## src/rtl/vehicle_detect_cond.sv

```systemverilog
// Two-direction loop-sensor conditioner: synchronize, debounce, and latch service requests.
// Optional macro VEH_WAIT_COUNT_EN adds saturating per-direction pending-wait counters.
module vehicle_detect_cond #(
    parameter int DEBOUNCE_CYCLES = 4
) (
    input  logic       i_clk,
    input  logic       i_rst,
    input  logic       i_NS_raw,
    input  logic       i_EW_raw,
    input  logic       i_NS_served,
    input  logic       i_EW_served,
    output logic       NS_vehicle_detect,
    output logic       EW_vehicle_detect,
    output logic       o_NS_req,
    output logic       o_EW_req,
    output logic [4:0] o_NS_wait,
    output logic [4:0] o_EW_wait
);

    typedef enum logic [1:0] {
        IDLE     = 2'd0,
        QUAL_ON  = 2'd1,
        ACTIVE   = 2'd2,
        QUAL_OFF = 2'd3
    } qual_state_t;

    localparam logic [3:0] DEB = 4'(DEBOUNCE_CYCLES);

    logic [1:0]      raw;
    logic [1:0]      served;
    logic [1:0]      detect;
    logic [1:0]      req;
    logic [1:0][4:0] wait_cnt;

    // Index 0 is north-south, index 1 is east-west.
    assign raw    = {i_EW_raw, i_NS_raw};
    assign served = {i_EW_served, i_NS_served};

    generate
        for (genvar gi = 0; gi < 2; gi++) begin : g_dir
            logic        sync1_reg;
            logic        sync2_reg;
            qual_state_t state_reg;
            qual_state_t state_next;
            logic [3:0]  cnt_reg;
            logic [3:0]  cnt_next;
            logic        detect_prev_reg;
            logic        req_reg;
            logic        req_set;

            always_ff @(posedge i_clk or posedge i_rst) begin
                if (i_rst) begin
                    sync1_reg <= 1'b0;
                    sync2_reg <= 1'b0;
                end else begin
                    sync1_reg <= raw[gi];
                    sync2_reg <= sync1_reg;
                end
            end

            always_ff @(posedge i_clk or posedge i_rst) begin
                if (i_rst) begin
                    state_reg <= IDLE;
                    cnt_reg   <= 4'd0;
                end else begin
                    state_reg <= state_next;
                    cnt_reg   <= cnt_next;
                end
            end

            // The counter holds how many consecutive samples have disagreed with the current level.
            always_comb begin
                state_next = state_reg;
                cnt_next   = cnt_reg;
                case (state_reg)
                    IDLE: begin
                        if (sync2_reg) begin
                            if (DEB <= 4'd1) begin
                                state_next = ACTIVE;
                                cnt_next   = 4'd0;
                            end else begin
                                state_next = QUAL_ON;
                                cnt_next   = 4'd1;
                            end
                        end
                    end
                    QUAL_ON: begin
                        if (!sync2_reg) begin
                            state_next = IDLE;
                            cnt_next   = 4'd0;
                        end else if ((cnt_reg + 4'd1) >= DEB) begin
                            state_next = ACTIVE;
                            cnt_next   = 4'd0;
                        end else begin
                            cnt_next = cnt_reg + 4'd1;
                        end
                    end
                    ACTIVE: begin
                        if (!sync2_reg) begin
                            if (DEB <= 4'd1) begin
                                state_next = IDLE;
                                cnt_next   = 4'd0;
                            end else begin
                                state_next = QUAL_OFF;
                                cnt_next   = 4'd1;
                            end
                        end
                    end
                    QUAL_OFF: begin
                        if (sync2_reg) begin
                            state_next = ACTIVE;
                            cnt_next   = 4'd0;
                        end else if ((cnt_reg + 4'd1) >= DEB) begin
                            state_next = IDLE;
                            cnt_next   = 4'd0;
                        end else begin
                            cnt_next = cnt_reg + 4'd1;
                        end
                    end
                    default: begin
                        state_next = IDLE;
                        cnt_next   = 4'd0;
                    end
                endcase
            end

            assign detect[gi] = (state_reg == ACTIVE) || (state_reg == QUAL_OFF);
            assign req_set    = detect[gi] & ~detect_prev_reg;

            // Set wins over served; a falling detect never clears a pending request.
            always_ff @(posedge i_clk or posedge i_rst) begin
                if (i_rst) begin
                    detect_prev_reg <= 1'b0;
                    req_reg         <= 1'b0;
                end else begin
                    detect_prev_reg <= detect[gi];
                    if (req_set) begin
                        req_reg <= 1'b1;
                    end else if (served[gi]) begin
                        req_reg <= 1'b0;
                    end
                end
            end

            assign req[gi] = req_reg;

`ifdef VEH_WAIT_COUNT_EN
            logic [4:0] wait_reg;

            always_ff @(posedge i_clk or posedge i_rst) begin
                if (i_rst) begin
                    wait_reg <= 5'd0;
                end else if (req_set || !req_reg || served[gi]) begin
                    wait_reg <= 5'd0;
                end else if (wait_reg != 5'd31) begin
                    wait_reg <= wait_reg + 5'd1;
                end
            end

            assign wait_cnt[gi] = wait_reg;
`else
            assign wait_cnt[gi] = 5'd0;
`endif
        end
    endgenerate

    assign NS_vehicle_detect = detect[0];
    assign EW_vehicle_detect = detect[1];
    assign o_NS_req          = req[0];
    assign o_EW_req          = req[1];
    assign o_NS_wait         = wait_cnt[0];
    assign o_EW_wait         = wait_cnt[1];

endmodule
```

## config.mk

```make
export PLATFORM = sky130hd
export DESIGN_NAME = vehicle_detect_cond
export DESIGN_NICKNAME = d
export VERILOG_FILES = /design/src/rtl/vehicle_detect_cond.sv
export SDC_FILE = /design/constraint.sdc
export NUM_CORES = 1
export LEC_CHECK = 0
export ABC_AREA = 0
export CORE_MARGIN = 2
export CORE_UTILIZATION = 47
export DETAILED_ROUTE_END_ITERATION = 7
export GPL_TIMING_DRIVEN = 1
export MAX_ROUTING_LAYER = met4
export PLACE_DENSITY = 0.76
export SLEW_MARGIN = 40
export SYNTH_ARGS = -nofsm -noshare
export SYNTH_HDL_FRONTEND = slang
export SYNTH_SLANG_ARGS = --single-unit
```

## constraint.sdc

```tcl
create_clock -name i_clk -period 1.9 [get_ports i_clk]
set_clock_uncertainty 0.05 [all_clocks]
set_input_delay 0.38 -clock i_clk [delete_from_list [all_inputs] [get_ports i_clk]]
set_output_delay 0.38 -clock i_clk [all_outputs]
set_load 0.01 [all_outputs]
```

==> results.cfg <==
[status]
status = completed

[setup_path]
r2r_cells = 5
cp_slowest_cell = clkdlybuf4s50_1
critPathKind = flip-flop to output pin
path_delay_family = buffers and inverters
critPathMaxFanout = 5
critPathBufInv = 1
critPathLaunchType = flip-flop
path_depth = 1
cp.arrival_ns = 1.31
worstPathCellList = clkdlybuf4s50_1
cp-end-kind = output pin
r2r_start = g_dir[1].cnt_reg[0]
critPathCapture = NS_vehicle_detect
worstPathRequired_ns = 1.47
cpPeakStageDelay_ns = 0.57
r2r_setup_slack_ns = 0.27

[drt]
drc_errors = 0
postRouteAntennaNets = 0
vias = 524
drt_wl_total_mm = 1.24
wl_per_cell_um = 10.9
first_pass_iters = 3
routed_via_density = 4.60
drtIter0Drc = 6

[global_routing]
grt_max_degree = 21
grt_usage = 0.144
grt_pass1_wl_mm = 2.06
grt_overflow = 0
grt_pass1_vias = 502
grt_antenna_before_repair = 0

[die]
fp.dieW_um = 47.2
rows = 15
dieArea_um2 = 2230
start_util = 0.503
core_um2 = 1750
ioPinCount = 20
die_y_um = 47.2

[cts]
numCtsBuffers = 3
cts.sinks = 20
cts.clk_slew.worst_paths_ns = 0.11
clk_path_buf_depth = 2
post_cts_resized = 0
post-cts-setup-buffer-count = 0
cts_tree = done
htreeDepth = 1
clock-root-buffer = clkbuf_4
clk_latency_ns = 0.29
hold_buffers = 0

[logic_synthesis]
yosysUniqueCellTypes = 27
netlist_area_um2 = 878
yosysWarnings = 0
ys_seq_area_frac = 0.570
syn_area_per_cell_um2 = 11.3
synth-seq-cells = 20
synthCells = 78

[sta]
finalCritPeriodShare = 0.917
layout_setup_ws_ns = 0.157
hold_viol_final = 0
whs_ns = 0.310
rsz0062_at_grt = no
max_freq_mhz = 574
slew_viol_final = 0
setup_tns_ns = 0
min_period_ns = 1.74
setup_viol = 0

[power_and_ir_drop]
ir_worst_vdd_mv = 0.787
powerDensity_nw_per_um2 = 1310
power.leakage_nw = 0.467

[cells_and_area]
stdcell_count = 114
n_antenna_cell = 0
syn_to_final_growth_pct = 13.2
fillers = 156
multi_input_area_um2 = 303
finish.instance_area_um2 = 995
largest_reg_flops = 8
regArea_um2 = 500
layout.cells.most_common_list = dfrtp_1, conb_1, clkdlybuf4s50_1
drive_gt1_frac = 0.135
final_common_cell = dfrtp_1
nets = 98

[placement]
routabilityCongestion = 0.655
port_buffers = 9
dpl_worst_slack_ns = 0.296
place_inst = 110
hpwl_um = 931
dpl_cell_area_um2 = 958

[job]
cap_violations = 0

[worst_hold_path]
hold_path.class = flip-flop to flip-flop
## area by class of cell
cell class                 count  area share
sequential                    20       0.503
multi-input combinational     48       0.304
timing repair buffer          10      0.0981
clock buffer                   4      0.0365
tap                           25      0.0314
inverter                       7      0.0264
## report_power, final
part / internal [W] / switching [W] / leakage (nW)
Sequential: 0.000549 / 0.000118 / 0.249
Combinational: 0.000215 / 0.000184 / 0.197
Clock: 0.000117 / 0.000123 / 0.0210
Total: 0.000881 / 0.000425 / 0.467
## logic make-up (layout without fill, tap and decap cells)
| group | after synthesis | after routing | synth area share |
|---|---|---|---|
| DFF | 20 | 20 | 0.570 |
| and+or+nand+nor | 19 | 19 | 0.120 |
| buffers and inverters | 19 | 21 | 0.124 |
| AOI/OAI and AO/OA | 13 | 13 | 0.104 |
| adders and majority gates | 2 | 2 | 0.0285 |
| xor gates and xnor gates | 2 | 2 | 0.0199 |
| muxes | 2 | 2 | 0.0299 |
| other | 1 | 10 | 0.00427 |
## worst min-delay path by stage
stage | startpoint | to | slack [ns] | cells after the start
after detailed placement | g_dir[0].sync1_reg | g_dir[0].sync2_reg | 0.29 | 0
after floorplan | g_dir[0].sync1_reg | g_dir[0].sync2_reg | 0.28 | 0
after global placement | g_dir[0].sync1_reg | g_dir[0].sync2_reg | 0.29 | 0
after global routing | g_dir[0].sync1_reg | g_dir[0].sync2_reg | 0.32 | 0
final | g_dir[0].sync1_reg | g_dir[0].sync2_reg | 0.31 | 0
after CTS | g_dir[0].sync1_reg | g_dir[0].sync2_reg | 0.31 | 0
## cell usage after synthesis
library cell / instances / share of area
nand2_2: 1 / 0.0071
a211o_1: 1 / 0.010
nor3b_1: 2 / 0.017
nand3b_1: 1 / 0.0086
clkbuf_1: 2 / 0.0086
mux2_4: 1 / 0.017
conb_1: 1 / 0.0043
xor2_1: 2 / 0.020
o22ai_1: 2 / 0.014
nor3_1: 2 / 0.011
a21bo_1: 1 / 0.011
inv_1: 7 / 0.030
o21a_1: 1 / 0.0086
a31oi_1: 1 / 0.0071
a21oi_1: 2 / 0.011
nor2_1: 4 / 0.017
a41oi_2: 1 / 0.019
and2_1: 2 / 0.014
and2_2: 2 / 0.017
nand3_1: 2 / 0.011
or2_2: 1 / 0.0071
o21ai_0: 4 / 0.023
dfrtp_1: 20 / 0.57
buf_4: 10 / 0.085
ha_1: 2 / 0.028
nand2_1: 2 / 0.0086
mux2_2: 1 / 0.013
## layer usage
layer / track usage / wire (um)
met2: 0.230 / 576
met5: - / 0
met3: 0.0346 / 75
met4: 0.0833 / 9
met1: 0.163 / 583
## stage by stage
step / utilization / total power, W
floorplan: - / 0.000941
global placement: 0.549 / 0.00105
detailed placement: 0.549 / 0.00107
CTS: 0.570 / 0.00132
global route: 0.570 / 0.00140
finish: 0.570 / 0.00131
Power figures use the tool's default switching activity.
